===== src/rtl/div_iter.sv =====
// Radix-2 restoring divider for DIV/DIVU: one quotient bit per cycle, result {rem, quo}.
// Divide-by-zero short-circuits to a zero result; annul or reset discards an in-flight divide.
module div_iter #(
  parameter int DATA_W = 32
) (
  input  logic                clk,
  input  logic                rst,
  input  logic                signed_div_i,
  input  logic [DATA_W-1:0]   opdata1_i,
  input  logic [DATA_W-1:0]   opdata2_i,
  input  logic                start_i,
  input  logic                annul_i,
  output logic [2*DATA_W-1:0] result_o,
  output logic                ready_o
);

  localparam int CNT_W = $clog2(DATA_W);
  localparam logic [CNT_W-1:0] CNT_LAST = CNT_W'(DATA_W - 1);

  typedef enum logic [1:0] {S_FREE, S_BYZERO, S_ON, S_END} state_t;

  // Magnitude of an operand; only negative values in signed mode are negated.
  function automatic logic [DATA_W-1:0] abs_op(input logic [DATA_W-1:0] val, input logic sgn_mode);
    abs_op = (sgn_mode && val[DATA_W-1]) ? (~val + DATA_W'(1)) : val;
  endfunction

  function automatic logic [DATA_W-1:0] fix_sign(input logic [DATA_W-1:0] val, input logic neg);
    fix_sign = neg ? (~val + DATA_W'(1)) : val;
  endfunction

  state_t              r_state, w_state_nx;
  logic [CNT_W-1:0]    r_cnt, w_cnt;
  logic [DATA_W-1:0]   r_dq, w_dq;
  logic [DATA_W-1:0]   r_dsr, w_dsr;
  logic [DATA_W-1:0]   r_rem, w_rem;
  logic                r_signed, w_signed;
  logic                r_sign1, w_sign1;
  logic                r_sign2, w_sign2;
  logic [2*DATA_W-1:0] r_result, w_result;
  logic                r_ready, w_ready;

  logic [DATA_W:0]     w_partial;
  logic [DATA_W:0]     w_diff;
  logic                w_qbit;
  logic [DATA_W-1:0]   w_rem_it;
  logic [DATA_W-1:0]   w_dq_it;
  logic                w_neg_q;
  logic                w_neg_r;

  // r_dq starts as the dividend and fills with quotient bits from the LSB as it shifts out.
  always_comb begin
    w_partial = {r_rem, r_dq[DATA_W-1]};
    w_diff    = w_partial - {1'b0, r_dsr};
    w_qbit    = ~w_diff[DATA_W];
    w_rem_it  = w_qbit ? w_diff[DATA_W-1:0] : w_partial[DATA_W-1:0];
    w_dq_it   = {r_dq[DATA_W-2:0], w_qbit};
    w_neg_q   = r_signed & (r_sign1 ^ r_sign2);
    w_neg_r   = r_signed & r_sign1;
  end

  always_comb begin
    w_state_nx = r_state;
    w_cnt      = r_cnt;
    w_dq       = r_dq;
    w_dsr      = r_dsr;
    w_rem      = r_rem;
    w_signed   = r_signed;
    w_sign1    = r_sign1;
    w_sign2    = r_sign2;
    w_result   = r_result;
    w_ready    = r_ready;
    case (r_state)
      S_FREE: begin
        w_result = '0;
        w_ready  = 1'b0;
        if (start_i && !annul_i) begin
          if (opdata2_i == '0) begin
            w_state_nx = S_BYZERO;
          end else begin
            w_state_nx = S_ON;
            w_dq       = abs_op(opdata1_i, signed_div_i);
            w_dsr      = abs_op(opdata2_i, signed_div_i);
            w_rem      = '0;
            w_cnt      = '0;
            w_signed   = signed_div_i;
            w_sign1    = opdata1_i[DATA_W-1];
            w_sign2    = opdata2_i[DATA_W-1];
          end
        end
      end
      S_BYZERO: begin
        if (annul_i) begin
          w_state_nx = S_FREE;
          w_result   = '0;
          w_ready    = 1'b0;
        end else begin
          w_state_nx = S_END;
          w_result   = '0;
          w_ready    = 1'b1;
        end
      end
      S_ON: begin
        if (annul_i) begin
          w_state_nx = S_FREE;
          w_result   = '0;
          w_ready    = 1'b0;
        end else begin
          w_rem = w_rem_it;
          w_dq  = w_dq_it;
          w_cnt = r_cnt + CNT_W'(1);
          if (r_cnt == CNT_LAST) begin
            w_state_nx = S_END;
            w_result   = {fix_sign(w_rem_it, w_neg_r), fix_sign(w_dq_it, w_neg_q)};
            w_ready    = 1'b1;
          end
        end
      end
      S_END: begin
        if (annul_i || !start_i) begin
          w_state_nx = S_FREE;
          w_result   = '0;
          w_ready    = 1'b0;
        end
      end
      default: begin
        w_state_nx = S_FREE;
        w_result   = '0;
        w_ready    = 1'b0;
      end
    endcase
  end

  always_ff @(posedge clk) begin
    if (rst) begin
      r_state  <= S_FREE;
      r_cnt    <= '0;
      r_dq     <= '0;
      r_dsr    <= '0;
      r_rem    <= '0;
      r_signed <= 1'b0;
      r_sign1  <= 1'b0;
      r_sign2  <= 1'b0;
      r_result <= '0;
      r_ready  <= 1'b0;
    end else begin
      r_state  <= w_state_nx;
      r_cnt    <= w_cnt;
      r_dq     <= w_dq;
      r_dsr    <= w_dsr;
      r_rem    <= w_rem;
      r_signed <= w_signed;
      r_sign1  <= w_sign1;
      r_sign2  <= w_sign2;
      r_result <= w_result;
      r_ready  <= w_ready;
    end
  end

  assign result_o = r_result;
  assign ready_o  = r_ready;

endmodule


===== config.mk =====
export PLATFORM = sky130hd
export DESIGN_NAME = div_iter
export DESIGN_NICKNAME = d
export VERILOG_FILES = /design/src/rtl/div_iter.sv
export SDC_FILE = /design/constraint.sdc
export NUM_CORES = 1
export LEC_CHECK = 0
export BUFFER_PORTS_ARGS = -buffer_cell sky130_fd_sc_hd__buf_2
export CAP_MARGIN = 15
export CELL_PAD_IN_SITES_DETAIL_PLACEMENT = 1
export CELL_PAD_IN_SITES_GLOBAL_PLACEMENT = 2
export CORE_UTILIZATION = 34
export CTS_CLUSTER_DIAMETER = 120
export DETAILED_ROUTE_END_ITERATION = 8
export GPL_TIMING_DRIVEN = 0
export HOLD_SLACK_MARGIN = 0.03
export PLACE_DENSITY_LB_ADDON = 0.2
export SLEW_MARGIN = 20
export SYNTH_ARGS = -nofsm -noshare
export SYNTH_HDL_FRONTEND = slang
export SYNTH_SLANG_ARGS = --single-unit

===== constraint.sdc =====
create_clock -name clk -period 6.36 [get_ports clk]
set_clock_uncertainty 0.15 [all_clocks]
set_input_delay 0.318 -clock clk [delete_from_list [all_inputs] [get_ports clk]]
set_output_delay 0.318 -clock clk [all_outputs]
set_load 0.1 [all_outputs]

# After elaboration in Yosys (flattened, before gate mapping)
# Index checks and enable logic that the tools add are counted.
[op_classes]
addsub = 6
multipliers = 0
n_div = 0
magnitude_cmp = 0
n_eq_ne = 9
n_shift = 0
mux = 33
bitwise_logic = 9
n_reduce_logical = 14
[ops]
columns = ["cell", "n"]
rows = [
  ["32-bit two-way mux", 11],
  ["64-bit two-way mux", 3],
  ["64-bit one-hot mux with 3 select lines", 1],
  ["32-bit by 1-bit adder with 32-bit output (second input constant)", 4],
  ["32-bit NOT", 4],
  ["32-bit one-hot mux with 2 select lines", 2],
  ["33-bit by 32-bit subtractor with 33-bit output", 1],
  ["32-bit zero test", 1],
  ["5-bit two-way mux", 3],
  ["2-bit two-way mux", 6],
  ["5-bit one-hot mux with 2 select lines", 1],
  ["2-bit != test (second input constant)", 4],
  ["2-bit one-hot mux with 4 select lines", 1],
  ["3-bit AND reduction", 2],
  ["5-bit by 1-bit adder with 5-bit output (second input constant)", 1],
  ["5-bit equality test (second input constant)", 1],
  ["2-bit equality test (second input constant)", 2],
  ["1-bit two-way mux", 4],
  ["1-bit one-hot mux with 4 select lines", 1],
  ["4-bit AND reduction", 1],
  ["1-bit logical AND", 3],
  ["3-bit != test (second input constant)", 1],
  ["1-bit AND", 2],
  ["2-bit by 1-bit equality test with 1-bit output (second input constant)", 1],
  ["8 further kinds", 10],
]
[totals]
register_bits = 171
latchBits = 0
ramBits = 0
mem_bits_ro = 0
in_bits = 69
out_inout_bits = 65
wordCells = 81
memories = 0

# Logic depth before layout (Yosys ltp)
# Gate-level depths: netlist of run 1.
[depth]
depth_word = 8
mapped_depth = 24
mapped_depth_nobuf = 21

# Worst setup path before layout of run 1
# Ideal clock, no wire load.
[synth_path]
path_kind = "register to register"
startpoint = "register r_dq[31]"
endpoint = "register r_result[62] (netlist: result_o[62])"
setup_ns = 0.125
arrival_time_ns = 4.724
required_ns = 6.085
path_slack_ns = 1.361
path_stages_with_launch = 24
path_buffers = 3
period_less_slack_ns = 4.999
path_cell_list = "dfxtp_1 > inv_1 > ha_1 > fa_1 > nand2b_1 > a21oi_4 > o211a_1 > o21ai_1 > a21oi_2 > nor2_1 > buf_4 > inv_2 > clkbuf_1 > buf_1 > o21ai_0 > inv_1 > ha_1 > and3b_1 > nand4_1 > a222oi_1 > o2111ai_2 > o41ai_2 > xnor2_1 > o21ai_1"
[synth_between]
elab_chain_cells = 8
[synth_rtl]
columns = ["element", "line", "text"]
rows = [
  ["start: declaration", "33", "logic [DATA_W-1:0] r_dq, w_dq;"],
  ["start signal: assignment", "148", "r_dq <= w_dq;"],
  ["33-bit by 32-bit subtractor with 33-bit output", "53", "w_diff = w_partial - {1'b0, r_dsr};"],
  ["32-bit two-way mux (*)", "55", "w_rem_it = w_qbit ? w_diff[DATA_W-1:0] : w_partial[DATA_W-1:0];"],
  ["32-bit NOT", "28", "fix_sign = neg ? (~val + DATA_W'(1)) : val;"],
  ["32-bit by 1-bit adder with 32-bit output", "28", ""],
  ["32-bit two-way mux (*)", "28", ""],
  ["64-bit two-way mux (*)", "111", "if (r_cnt == CNT_LAST) begin"],
  ["64-bit two-way mux (*)", "103", "if (annul_i) begin"],
  ["64-bit one-hot mux with 3 select lines (*)", "72", "case (r_state)"],
  ["end signal: assignment", "154", "r_result <= w_result;"],
  ["end: declaration", "39", "logic [2*DATA_W-1:0] r_result, w_result;"],
]
# Every way passes the cells marked *; elsewhere a longest branch is shown, timed or not. The select of a mux whose other input is x is not followed.
# A chain may end at the register's enable or synchronous reset.

# Worst setup path in the final report of run 1
# Same ends and word-level chain as after synthesis.

==> reports/summary.txt, run 1 <==
Nets = 1835
CTS max path bufs = 2
Final setup violation count = 0
Fmax = 0.168 GHz
Total of max-cap violations = 0
CTS tree = yes
Yosys warning total = 0
Peak supply drop = 0.000221 V
WP buf/inv = 7
Worst hold path class = input port to register
Final hold vios = 0
Die area = 0.0350 mm²
Largest net degree at the start of global routing = 17
Post-Syn Instances = 1564
Antenna Nets Post-Route = 0
Req. time, crit path = 6.53 ns
Slew margin rel. = 38.2%
WL met1 = 22.8 mm
Crit path cell chain = inv_1 > ha_1 > fa_1 > nand2b_1 > a21oi_4 > o211a_1 > o21ai_1 > a21oi_4 > nor2_1 > buf_4 > inv_2 > clkbuf_2 > clkbuf_4 > o21ai_0 > inv_1 > ha_1 > and3b_1 > nand4_1 > a222oi_1 > buf_4 > o2111ai_2 > o41ai_2 > xnor2_1 > o21ai_1
Vias/cell = 5.56
Slowest CP cell = fa_1
Area Overhead vs Synth = 16.1%
Synth top area share = 29.4%
Gate power share = 53.2%
Core Rows = 67
First-pass GRT wire length = 72.1 mm
Synth top area cells = dfxtp_1 29%, nand2_1 7.2%, nor2_1 6.0%
Die height = 187 µm
Minimum setup slack after placement = -0.615 ns
Period utilisation layout = 93.5%
Number of buffers created by CTS = 17
DR pass1 iterations = 5
Slew @ Worst Pin = 0.918 ns
Crit path max fanout = 10
Worst-path clk slew = 0.07 ns
Drt initial violations = 720
Initial Util = 34.7%
Area after DPL = 0.0129 mm²
PnR worst setup slack = 0.410 ns
Via count = 12200
# fillers = 4250
Status = complete, no violations
Register area share after synthesis = 29.4%
Fin cells = 2185
Clk sinks = 171
Int Pwr = 2.52 mW
Unrepaired setup endpoints after global routing = false
Number of global-route vias before repair = 12300
Met3 WL post-DR = 1.69 mm
Number of library cell types mapped by synthesis = 83
TNS Setup = 0 ns
Max incr delay on CP = 0.41 ns
Total power = 4.94 mW
DR top layer = met4
LEAKAGE = 5.42 nW
DRC Markers = 0
Hpwl dp = 37.2 mm
Power per standard cell area = 365 mW/mm²
H-tree levels = 4
All-layer global routing usage = 26.6%
EDFF count, synth = 0
Final min period = 5.95 ns
Max Slew Vio Count = 0
Ant diodes = 0
Sequential power share = 26.2%
Ys async rst share = 0%
Metal2 WL = 21.0 mm
Share of cells above drive strength 1 = 13.4%
Die Wd = 187 µm
Top cell family by delay on the critical path = compound AO/OA/AOI/OAI gates
Startpoint types = register
Crit path capture type = register
Fin area = 0.0135 mm²
Clock power frac = 20.6%
Core ar. = 0.0336 mm²
Clk_lat worst skew = 0.46 ns
Ys flop type = dfxtp_1
Ports = 134
GPL Wtd Cong = 0.914
Total wire length = 46.2 mm
Net switching power = 2.42 mW
Routed len/inst = 21.2 µm
Critical path arrival = 6.12 ns
Port bufs = 133
Dpl cells = 2146
Global route overflow = 0
Antenna violations before repair = 0
Cell taking the most area after synthesis = dfxtp_1
Post-Syn Area = 0.0116 mm²
Clock root buffer = clkbuf_16
Flops & latches, synth = 171
Crit Path Class = register to register
Switch share = 49.1%
Final Util = 40.3%
Final hold slack = 0.0595 ns
Syn nets = 1675
Synth Area per Inst = 7.45 µm²
[metal layers]
layer / track usage (%) / vias to the layer above
li1: - / 5872
met1: 37.0 / 5995
met2: 43.0 / 243
met3: 3.51 / 46
met4: 7.19 / 0
met5: 0 / -
[worst register-to-register path: cells and delay by family (launching register included)]
family	cells	cell delay, ns
AOI/OAI and AO/OA	9	2.14
xor gates and xnor gates	1	0.18
adders and majority gates	3	0.90
buffers and inverters	7	1.38
DFF	1	0.35
and+or+nand+nor	4	0.73
[area by class of cell]
cell class | count | area [µm²] | share of cell area [%]
tap | 448 | 561 | 4.14
multi-input combinational | 1244 | 7660 | 56.6
inverter | 60 | 225 | 1.66
timing repair buffer | 142 | 743 | 5.49
clock inverter | 13 | 109 | 0.805
sequential | 171 | 3420 | 25.3
buffer | 88 | 367 | 2.71
clock buffer | 19 | 443 | 3.27
[final timing paths]
path                                                start  slack [ns]  cells past startpoint                   endpoint
worst max-delay path                r_dq[31]$_SDFFE_PP0P_        0.41                     24  result_o[62]$_SDFFE_PP0P_
worst min-delay path                        opdata2_i[21]        0.06                      4     r_dsr[21]$_SDFFE_PP0P_
worst max register to register      r_dq[31]$_SDFFE_PP0P_        0.41                     24  result_o[62]$_SDFFE_PP0P_
worst min register to register  result_o[60]$_SDFFE_PP0P_        0.29                      2  result_o[60]$_SDFFE_PP0P_
[registers in the layout, summed over array words and instances, names as in the netlist]
register	flops
r_dsr	32
r_rem	32
r_state	2
r_signed	1
r_sign2	1
result_o	64
r_dq	32
r_sign1	1
ready_o	1
r_cnt	5
[kinds of logic (layout without fill, tap and decap cells)]
family	count (synthesis)	after routing	synth area share (%)
AOI/OAI and AO/OA	460	460	25.8
xor gates and xnor gates	138	138	10.4
adders and majority gates	42	42	4.58
buffers and inverters	149	322	5.07
DFF	171	171	29.4
muxes	19	19	1.69
and+or+nand+nor	585	585	23.1
[power by group through the flow]
stage                     Clock (mW)  Sequential, mW  Combinational (mW)
after global routing            1.08            1.31                2.85
after floorplan                    0            1.35                1.66
after detailed placement           0            1.32                2.54
after CTS                       1.03            1.29                2.59
final                           1.02            1.29                2.63
after global placement             0            1.31                2.50
[cell usage in the layout, fill, tap and decap left out, types with 13 or more instances in the layout]
master,netlist,layout
a211oi_1,36,36
a21oi_1,115,115
a22oi_1,55,55
and2_1,13,13
buf_2,19,152
clkbuf_1,64,64
clkbuf_16,0,17
dfxtp_1,171,171
ha_1,41,41
inv_1,59,59
mux2i_1,14,14
nand2_1,223,223
nand3_1,18,18
nand4_1,15,15
nor2_1,187,187
nor3_1,20,18
nor4_1,14,14
o211ai_1,14,14
o21ai_0,103,103
o31ai_1,23,23
or3_1,19,19
xnor2_1,74,74
xor2_1,64,64
[repair_timing]
item	CTS	global route
endpoints found under the hold margin	5	0
gates resized for setup	1	5
buffers inserted	2	2
pin swaps	1	1
setup endpoints to repair	7	12
gates cloned	0	0
hold buffers	4	0
[synthesized netlist by cell type, types with 6 or more instances]
library cell and instances:
or2_2 6, a21o_1 10, a31oi_1 12, a211oi_1 36
nor3_1 20, or3_1 19, a21oi_1 115, a22o_1 8
and2_1 13, dfxtp_1 171, xor2_1 64, clkbuf_1 64
a22oi_1 55, nand3_1 18, inv_1 59, xnor2_1 74
o41ai_1 10, nor4_1 14, nand2b_1 12, o211ai_1 14
o21a_1 9, o31ai_1 23, mux2i_1 14, nand4_1 15
o21ai_1 12, buf_2 19, and3_1 6, or4_1 12
nand2_1 223, o21ai_0 103, ha_1 41, nor2_1 187
nor2b_1 11
Power figures use the tool's default switching activity.
==> run 2: changes to the inputs <==
--- a/config.mk
+++ b/config.mk
@@ -5,16 +5,18 @@
 export SDC_FILE = /design/constraint.sdc
 export NUM_CORES = 1
 export LEC_CHECK = 0
+export ABC_AREA = 1
 export BUFFER_PORTS_ARGS = -buffer_cell sky130_fd_sc_hd__buf_2
 export CAP_MARGIN = 15
 export CELL_PAD_IN_SITES_DETAIL_PLACEMENT = 1
 export CELL_PAD_IN_SITES_GLOBAL_PLACEMENT = 2
-export CORE_UTILIZATION = 34
+export CORE_UTILIZATION = 32
 export CTS_CLUSTER_DIAMETER = 120
 export DETAILED_ROUTE_END_ITERATION = 8
 export GPL_TIMING_DRIVEN = 0
 export HOLD_SLACK_MARGIN = 0.03
 export PLACE_DENSITY_LB_ADDON = 0.2
+export SETUP_SLACK_MARGIN = 0.5
 export SLEW_MARGIN = 20
 export SYNTH_ARGS = -nofsm -noshare
 export SYNTH_HDL_FRONTEND = slang
==> reports/summary.txt, run 2 <==
Status = complete, no violations
Synth top area cells = dfxtp_1 27%, nand2_1 18%, a21oi_1 8.8%
Clk sinks = 171
DR pass1 iterations = 5
Metal2 WL = 24.3 mm
Core ar. = 0.0388 mm²
Drt initial violations = 683
Req. time, crit path = 6.54 ns
Max reg flops = 64
Post-CTS setup buffer count = 0
Number of library cell types mapped by synthesis = 49
Critical R2R Launch = r_dq[31]$_SDFFE_PP0P_
Share of cells above drive strength 1 = 12.1%
Port bufs = 132
Clk_lat worst skew = 0.46 ns
Fin area = 0.0147 mm²
Initial Util = 32.7%
Die height = 201 µm
Largest net degree at the start of global routing = 17
Synth Area per Inst = 6.16 µm²
Startpoint types = register
Core Rows = 72
Int Pwr = 2.43 mW
Post-CTS sizing = 0
Die Wd = 201 µm
Slowest CP cell = fa_1
GPL Wtd Cong = 0.905
Final setup violation count = 0
Crit path capture type = register
Vias/cell = 5.02
Worst Setup SP = r_dq[31]$_SDFFE_PP0P_
Max incr delay on CP = 0.41 ns
Gate power share = 50.2%
R2R Setup Slk = 1.29 ns
Fmax = 0.197 GHz
Ys async rst share = 0%
Top post-synthesis cells by count = 593 x nand2_1, 241 x inv_1, 222 x a21oi_1
Power per standard cell area = 321 mW/mm²
All-layer global routing usage = 25.2%
Slew margin rel. = 34.0%
CTS tree = yes
Global route overflow = 0
Yosys warning total = 0
Clock root buffer = clkbuf_16
Post-Syn Area = 0.0127 mm²
Hpwl dp = 41.9 mm
Via count = 13800
Worst hold path class = input port to register
Critical path arrival = 5.25 ns
Commonest non-fill, non-tap cell in the layout = nand2_1
First-pass GRT wire length = 78.5 mm
Unrepaired setup endpoints after global routing = false
Synth top area share = 27.0%
Switch share = 48.5%
Area Overhead vs Synth = 15.7%
Peak supply drop = 0.000153 V
Number of buffers created by CTS = 17
Ant diodes = 0
Post-Syn Instances = 2059
Total of max-cap violations = 0
Ports = 134
Worst Setup EP = result_o[30]$_SDFFE_PP0P_
Slew @ Worst Pin = 0.983 ns
Register area share after synthesis = 27.0%
Final min period = 5.07 ns
TNS Setup = 0 ns
CTS max path bufs = 2
Final hold vios = 0
# fillers = 5222
Met3 WL post-DR = 1.65 mm
Crit path top cell by count = nand2_1
Worst r2r path cells = 29
LEAKAGE = 7.14 nW
H-tree levels = 4
Nets = 2332
HP Start = opdata2_i[11]
DR top layer = met4
Area after DPL = 0.0140 mm²
Routed len/inst = 18.4 µm
EDFF count, synth = 0
Clock power frac = 22.3%
Crit path max fanout = 10
Total wire length = 50.6 mm
Die area = 0.0404 mm²
Number of global-route vias before repair = 14100
WL met1 = 23.3 mm
Count leader, synth = nand2_1
Antenna Nets Post-Route = 0
Period utilisation layout = 79.8%
Net switching power = 2.28 mW
Cell taking the most area after synthesis = dfxtp_1
Antenna violations before repair = 0
Worst-path clk slew = 0.08 ns
Sequential power share = 27.5%
Syn nets = 2170
Commonest non-fill, non-tap cells in the layout = 593 x nand2_1, 241 x inv_1, 222 x a21oi_1
Flops & latches, synth = 171
Max Slew Vio Count = 0
R2r endpoint = result_o[30]$_SDFFE_PP0P_
Ys flop type = dfxtp_1
DRC Markers = 0
Crit Path Class = register to register
-- run 2: through the flow --
step / cells / power (mW) / util, % / hold slack, ns / setup WS [ns]
detailed placement: 2709 / 3.67 / 36.0 / 0.306 / 1.42
floorplan: 2059 / 2.94 / - / 0.282 / 2.29
global route: 2752 / 5.08 / 37.8 / 0.0557 / 0.786
global placement: 2709 / 3.64 / 36.0 / 0.301 / 1.43
finish: 2752 / 4.71 / 37.8 / 0.0496 / 1.29
CTS: 2752 / 4.74 / 37.8 / 0.0307 / 1.30
-- run 2: cell families after synthesis --
family / after synthesis / synth area share, %
AND/OR/NAND/NOR: 1041 / 35.8
AO/OA/AOI/OAI: 403 / 17.2
buffers and inverters: 325 / 10.5
flip-flops: 171 / 27.0
XOR/XNOR: 77 / 5.32
adder cells (fa/ha/maj): 42 / 4.20
-- run 2: repair_timing --
item	CTS	global route
endpoints found under the setup margin	0	0
endpoints found under the hold margin	11	0
hold buffers	11	0
-- run 2: layout make-up --
| type | count | area (µm²) | share of cell area [%] |
|---|---|---|---|
| flip-flops and latches | 171 | 3420 | 23.3 |
| clock buffers | 19 | 453 | 3.09 |
| well taps | 518 | 648 | 4.42 |
| inverters | 249 | 935 | 6.37 |
| multi-input cells | 1563 | 7930 | 54.1 |
| clock inverters | 13 | 115 | 0.785 |
| plain buffers | 76 | 393 | 2.68 |
| repair buffers | 143 | 771 | 5.26 |
-- run 2: routing by layer --
| layer | up-vias | track usage (%) |
|---|---|---|
| met4 | 0 | 8.83 |
| met3 | 57 | 3.46 |
| met2 | 227 | 43.9 |
| met1 | 6541 | 31.7 |
| met5 | - | 0 |
| li1 | 6984 | - |
-- run 2: worst max-delay path, delay by kind of cell (launching register included) --
family	cells	cell delay (ns)
flops	1	0.37
simple gates	16	2.05
fa+ha+maj	3	0.82
compound gates	7	1.16
buf+inv	3	0.38
-- run 2: worst min path at each step --
stage,end,slack (ns),depth (start not counted)
after global routing,r_dsr[11]$_SDFFE_PP0P_,0.06,3
after global placement,result_o[59]$_SDFFE_PP0P_,0.30,2
after floorplan,r_dsr[13]$_SDFFE_PP0P_,0.28,2
final,r_dsr[11]$_SDFFE_PP0P_,0.05,3
after CTS,r_dsr[11]$_SDFFE_PP0P_,0.03,3
after detailed placement,result_o[39]$_SDFFE_PP0P_,0.31,2
-- run 2: power by group through the flow --
stage | combinational [mW] | clock [mW] | sequential, mW
4_1_cts | 2.37 | 1.08 | 1.29
3_3_place_gp | 2.33 | 0 | 1.31
6_report | 2.37 | 1.05 | 1.30
5_1_grt | 2.65 | 1.12 | 1.31
3_5_place_dp | 2.35 | 0 | 1.32
2_1_floorplan | 1.58 | 0 | 1.36
